--- src/rtl/mvp_pkg.sv ---
// Shared constants and types for the MxV result collector: padded row count,
// chunk count, FSM state encoding and the bank reset fill value.
package mvp_pkg;

  typedef enum logic [1:0] {
    IDLE    = 2'd0,
    COLLECT = 2'd1,
    HOLD    = 2'd2
  } state_e;

  // Value every bank bit takes on reset.
  localparam logic ZERO_FILLING = 1'b0;

  // A full extra granule is appended when NEQ already lands on a granule edge.
  function automatic int unsigned total_rows(input int unsigned neq, input int unsigned pad_to);
    return neq + (pad_to - (neq % pad_to));
  endfunction

  function automatic int unsigned num_chunks(input int unsigned neq, input int unsigned pad_to,
                                             input int unsigned nu);
    return total_rows(neq, pad_to) / nu;
  endfunction

endpackage

--- src/rtl/mvp_vec_bank.sv ---
// One NEQ-element result bank: chunk-indexed masked write of NU rows per
// accept, plus a full flag raised by the frame's last chunk.
module mvp_vec_bank
  import mvp_pkg::*;
#(
  parameter int NEQ   = 10,
  parameter int W     = 32,
  parameter int NU    = 4,
  parameter int IDX_W = 2
) (
  input  logic               clk,
  input  logic               reset,
  input  logic               wr_en_i,
  input  logic [IDX_W-1:0]   idx_i,
  input  logic [NU*W-1:0]    data_i,
  input  logic               last_i,
  input  logic               clr_i,
  output logic [NEQ*W-1:0]   vec_o,
  output logic               full_o
);

  logic [NEQ*W-1:0] vec_q;
  logic             full_q;

  always_ff @(posedge clk) begin
    if (reset) begin
      vec_q  <= {(NEQ*W){ZERO_FILLING}};
      full_q <= 1'b0;
    end else begin
      // Only rows below NEQ have storage; padded tail rows fall away here.
      if (wr_en_i) begin
        for (int r = 0; r < NEQ; r++) begin
          if (idx_i == IDX_W'(r / NU))
            vec_q[(NEQ-1-r)*W +: W] <= data_i[(NU-1-(r % NU))*W +: W];
        end
      end
      if (wr_en_i && last_i)
        full_q <= 1'b1;
      else if (clr_i)
        full_q <= 1'b0;
    end
  end

  assign vec_o  = vec_q;
  assign full_o = full_q;

endmodule

--- src/rtl/mvp_result_collector.sv ---
// Assembles NU-row chunks from the MxV stage into an NEQ-element vector with a
// valid/ack output. Define MVP_COLLECT_DBUF_EN for ping-pong double banking.
module mvp_result_collector
  import mvp_pkg::*;
#(
  parameter int NEQ    = 10,
  parameter int W      = 32,
  parameter int NU     = 4,
  parameter int PAD_TO = 8
) (
  input  logic              clk,
  input  logic              reset,
  input  logic              start,
  input  logic              chunk_valid,
  input  logic [NU*W-1:0]   chunk_data,
  output logic              chunk_ready,
  output logic [NEQ*W-1:0]  vec_out,
  output logic              vec_valid,
  input  logic              vec_ack,
  output logic              overrun
);

  localparam int TOTAL  = int'(total_rows(NEQ, PAD_TO));
  localparam int NCHUNK = int'(num_chunks(NEQ, PAD_TO, NU));
  localparam int IDX_W  = (NCHUNK > 1) ? $clog2(NCHUNK) : 1;

  if (TOTAL % NU != 0) begin : g_bad_nu
    $fatal(1, "mvp_result_collector: padded row count not a multiple of NU");
  end

  state_e             state_q, state_d;
  logic [IDX_W-1:0]   idx_q, idx_d;
  logic               overrun_q, overrun_d;
  logic               accept, last_acc, xfer, free_after;

  assign chunk_ready = start && (state_q == COLLECT);
  assign accept      = chunk_valid && chunk_ready;
  assign last_acc    = accept && (idx_q == IDX_W'(NCHUNK - 1));
  assign xfer        = vec_valid && vec_ack;
  assign overrun     = overrun_q;

`ifdef MVP_COLLECT_DBUF_EN
  logic             wr_sel_q, wr_sel_d;
  logic             rd_sel_q, rd_sel_d;
  logic [1:0]       bank_full;
  logic [NEQ*W-1:0] bank_vec [2];

  for (genvar b = 0; b < 2; b++) begin : g_bank
    mvp_vec_bank #(.NEQ(NEQ), .W(W), .NU(NU), .IDX_W(IDX_W)) u_bank (
      .clk     (clk),
      .reset   (reset),
      .wr_en_i (accept && (wr_sel_q == 1'(b))),
      .idx_i   (idx_q),
      .data_i  (chunk_data),
      .last_i  (last_acc),
      .clr_i   (!start || (xfer && (rd_sel_q == 1'(b)))),
      .vec_o   (bank_vec[b]),
      .full_o  (bank_full[b])
    );
  end

  // Collection may roll into the other bank if it is empty or is being handed off now.
  assign free_after = !bank_full[~wr_sel_q] || (xfer && (rd_sel_q != wr_sel_q));
  assign vec_valid  = bank_full[rd_sel_q];
  assign vec_out    = bank_vec[rd_sel_q];

  always_comb begin
    wr_sel_d = wr_sel_q;
    rd_sel_d = rd_sel_q;
    if (!start) begin
      wr_sel_d = 1'b0;
      rd_sel_d = 1'b0;
    end else begin
      if (last_acc)
        wr_sel_d = ~wr_sel_q;
      if (xfer)
        rd_sel_d = ~rd_sel_q;
    end
  end

  always_ff @(posedge clk) begin
    if (reset) begin
      wr_sel_q <= 1'b0;
      rd_sel_q <= 1'b0;
    end else begin
      wr_sel_q <= wr_sel_d;
      rd_sel_q <= rd_sel_d;
    end
  end
`else
  logic bank_full;

  mvp_vec_bank #(.NEQ(NEQ), .W(W), .NU(NU), .IDX_W(IDX_W)) u_bank (
    .clk     (clk),
    .reset   (reset),
    .wr_en_i (accept),
    .idx_i   (idx_q),
    .data_i  (chunk_data),
    .last_i  (last_acc),
    .clr_i   (!start || xfer),
    .vec_o   (vec_out),
    .full_o  (bank_full)
  );

  assign free_after = 1'b0;
  assign vec_valid  = bank_full;
`endif

  always_comb begin
    state_d   = state_q;
    idx_d     = idx_q;
    overrun_d = overrun_q;
    if (!start) begin
      state_d   = IDLE;
      idx_d     = '0;
      overrun_d = 1'b0;
    end else begin
      case (state_q)
        IDLE: begin
          state_d   = COLLECT;
          idx_d     = '0;
          overrun_d = 1'b0;
        end
        COLLECT: begin
          if (last_acc && !free_after)
            state_d = HOLD;
        end
        HOLD: begin
          if (xfer)
            state_d = COLLECT;
        end
        default: state_d = IDLE;
      endcase
      if (state_q != IDLE && chunk_valid && !chunk_ready)
        overrun_d = 1'b1;
      if (accept)
        idx_d = last_acc ? '0 : idx_q + 1'b1;
    end
  end

  always_ff @(posedge clk) begin
    if (reset) begin
      state_q   <= IDLE;
      idx_q     <= '0;
      overrun_q <= 1'b0;
    end else begin
      state_q   <= state_d;
      idx_q     <= idx_d;
      overrun_q <= overrun_d;
    end
  end

endmodule

--- config.mk ---
export PLATFORM = sky130hd
export DESIGN_NAME = mvp_result_collector
export DESIGN_NICKNAME = d
export VERILOG_FILES = /design/src/rtl/mvp_pkg.sv /design/src/rtl/mvp_vec_bank.sv /design/src/rtl/mvp_result_collector.sv
export SDC_FILE = /design/constraint.sdc
export NUM_CORES = 1
export LEC_CHECK = 0
export ABC_AREA = 0
export BUFFER_PORTS_ARGS = -buffer_cell sky130_fd_sc_hd__buf_2
export CORE_AREA = 8 8 170 172
export CTS_CLUSTER_DIAMETER = 30
export DETAILED_ROUTE_END_ITERATION = 16
export DIE_AREA = 0 0 178 180
export PLACE_DENSITY = 0.79
export RECOVER_POWER = 50
export SETUP_SLACK_MARGIN = 0.1
export SLEW_MARGIN = 20
export SYNTH_ARGS = -nofsm -noshare
export SYNTH_HDL_FRONTEND = slang
export SYNTH_HIERARCHICAL = 1
export SYNTH_SLANG_ARGS = --single-unit
--- constraint.sdc ---
create_clock -name clk -period 4.3 [get_ports clk]
set_input_delay 0.43 -clock clk [delete_from_list [all_inputs] [get_ports clk]]
set_output_delay 0.43 -clock clk [all_outputs]
set_load 0.1 [all_outputs]
==> out/metrics.cfg <==
[clock_network]
ctsLongestPathBuffers = 3
cts_buffers = 67
cts_tree = yes
htree_levels = 3
ctsRootBufferMaster = clkbuf_16
clk_pin_slew_ns = 0.05
clkSinkCount = 326
cts_setup_buffers = 0
postCtsHoldBufs = 0
clk_latency_ns = 0.55
cts_resized = 0

[synthesis]
ys_seq_area_share_pct = 49.6
syn_avg_cell_area_um2 = 10.9
synthesis.nets = 1347
synthFlopType = dfxtp_1
ys_ff_latch = 326
synth_area_leader_cell = dfxtp_1
synth_area_um2 = 13200
yosysMostFrequentCell = nand2b_1
ys_top_cells_by_area = dfxtp_1 (50%), mux2i_1 (24%), nand2b_1 (21%)
synth_top_area_share_pct = 49.6
ys_top_cells_by_count = nand2b_1 (450), dfxtp_1 (326), mux2i_1 (320), clkbuf_1 (54), buf_2 (24)
yosys_warnings = 6
synth_edf_count = 0
synthCells = 1213
ys_async_sr_fraction_pct = 0
ys_types = 21

[grt]
grt_pass1_vias = 10709
antenna_found_initial = 4
grt_usage_pct = 22.1
grt_pass1_wl_um = 57200
overflow = 0
grt_max_degree = 197

[finish]
post_route_cells_drive_above_1_share_pct = 16.0
design_area_um2 = 17500
area.growth.synth_to_final_pct = 32.7
layout.nets = 1796

[timing]
fmax_ghz = 0.332
setup_viol = 0
rsz0062_at_grt = no
min_period_ns = 3.01
drv_slew = 196
skew_ns = 0.0196
relSlewSlack_pct = -84.0
hold_violations = 0
finalCritPeriodShare_pct = 70.1
tightestPinTransition_ns = 2.76
finalSetupTns_ns = 0

[place]
portBuffers = 455
place_area_um2 = 15600
place.gp.congestion = 0.808
hpwl_um = 26200

[setup_path]
path_class = input pin to flip-flop
cpLargestDelayFamily = buffers and inverters
cpPeakStageDelay_ns = 1.89
worst_r2r_path_depth = 5
rrSetupSlack_ns = 1.91
cp_max_fo = 196
rr_endpoint = u_bank/vec_o[274]$_SDFFE_PP0P_
startpoint_type = input pin
slowest_stage = clkbuf_2
crit_path_end_kind = flip-flop
worstPathRequired_ns = 4.66
path_depth = 4
crit_arrival_ns = 3.38
cp.buffers_inverters = 2
r2r-start = state_q[1]$_SDFFE_PP0P_
path_cells = clkbuf_2 > buf_4 > nand2b_1 > mux2i_1

[job]
drv_cap = 1

[status]
status = finished with violations
violations = max-capacitance violations, max-slew violations

[floorplanning]
initial_utilization_pct = 49.9
die_w_um = 178
num_io_pins = 456
die_h_um = 180
die_area_um2 = 32000
core-area_um2 = 26400
fp-row-count = 60

[detailed_routing]
avgRoutedWirePerCell_um = 18.2
drt-initial-drc-count = 395
firstDrtPassIters = 4
drt_wl_total_um = 37300
viasPerCell = 4.90
drc = 0
postRouteAntennaNets = 0
vias = 10062

[power]
ir_drop_uv = 298
p_leak_nw = 7.74
p_per_area_nw_per_um2 = 494

[min_path]
whs_path_depth = 3
holdPathEnd = u_bank/vec_o[76]$_SDFFE_PP0P_
hold_class = input pin to flip-flop
hp-start = chunk_data[12]

==> metrics by stage <==
step | power (mW) | hold WS (ns) | std cells | utilization, % | worst slack [ns]
2_1_floorplan | 3.52 | 0.523 | 1213 | - | 2.53
3_3_place_gp | 3.66 | 0.455 | 1934 | 59.2 | 1.81
3_5_place_dp | 3.66 | 0.459 | 1934 | 59.3 | 1.85
4_1_cts | 8.72 | 0.141 | 2054 | 67.8 | 1.92
5_1_grt | 8.91 | 0.161 | 2055 | 66.3 | 0.907
6_report | 8.63 | 0.166 | 2055 | 66.3 | 1.29
==> worst reg2reg max path, delay by kind of cell, from the launching register on <==
family | cells | cell delay (ns)
flip-flops | 1 | 0.45
AND/OR/NAND/NOR | 2 | 1.07
buffers and inverters | 2 | 0.53
multiplexers | 1 | 0.26
==> sequential cells by signal (all words and copies together), names as in the netlist <==
signal,count
u_bank/vec_o,320
idx_q,2
state_q,2
overrun,1
u_bank/full_o,1
==> routing by layer <==
layer	GRT usage [%]	up-vias	part of all wire, %
met5	0	-	0.043
met4	10.3	4	3.6
met3	8.51	88	9.8
met2	37.5	380	48
met1	23.7	4665	38
li1	-	4925	-
==> report_power, final <==
part | internal, mW | switching (mW) | leakage (nW)
registers | 3.06 | 0.0165 | 2.63
clock network | 3.31 | 1.72 | 1.09
logic | 0.169 | 0.358 | 4.01
==> worst max-delay path by stage <==
stage	start	endpoint	slack (ns)
final	reset	u_bank/vec_o[10]$_SDFFE_PP0P_	1.29
after global routing	reset	u_bank/vec_o[10]$_SDFFE_PP0P_	0.91
after CTS	state_q[1]$_SDFFE_PP0P_	u_bank/vec_o[274]$_SDFFE_PP0P_	1.92
after detailed placement	chunk_valid	u_bank/vec_o[48]$_SDFFE_PP0P_	1.85
after global placement	chunk_valid	u_bank/vec_o[221]$_SDFFE_PP0P_	1.81
after floorplan	state_q[1]$_SDFFE_PP0P_	u_bank/full_o$_SDFFE_PP0P_	2.53
==> placed cells by master, fill, tap and decap left out, types with 2 or more instances in the layout <==
cell,n
dfxtp_1,326
clkinv_2,8
inv_8,3
nand2b_1,450
clkinv_8,3
buf_2,143
clkbuf_1,319
nand2_1,4
mux2i_1,320
o211ai_1,2
clkinv_4,4
bufinv_16,4
buf_4,9
a21oi_1,7
clkbuf_16,68
inv_6,9
clkbuf_8,7
nand3_1,2
clkinvlp_4,5
buf_12,4
nand3b_1,3
inv_1,2
==> cells by family (layout without fill, tap and decap cells) <==
kind of cell | Yosys count | in the layout | share of synthesized area, %
adders and majority gates | 1 | 1 | 0.0951
AOI/OAI and AO/OA | 11 | 11 | 0.494
and+or+nand+nor | 465 | 465 | 22.2
muxes | 320 | 320 | 24.3
other | 0 | 1 | 0
DFF | 326 | 326 | 49.6
buffers and inverters | 90 | 590 | 3.25
==> area by class of cell <==
cell class / instances / area (um2)
fillers: 2208 / 8880
flip-flops and latches: 326 / 6530
multi-input cells: 797 / 6220
repair buffers: 468 / 2040
clock buffers: 83 / 1830
well taps: 341 / 427
clock inverters: 37 / 414
inverters: 2 / 7.51
diodes: 1 / 2.50
No activity file was read; power rests on OpenSTA's default activity.
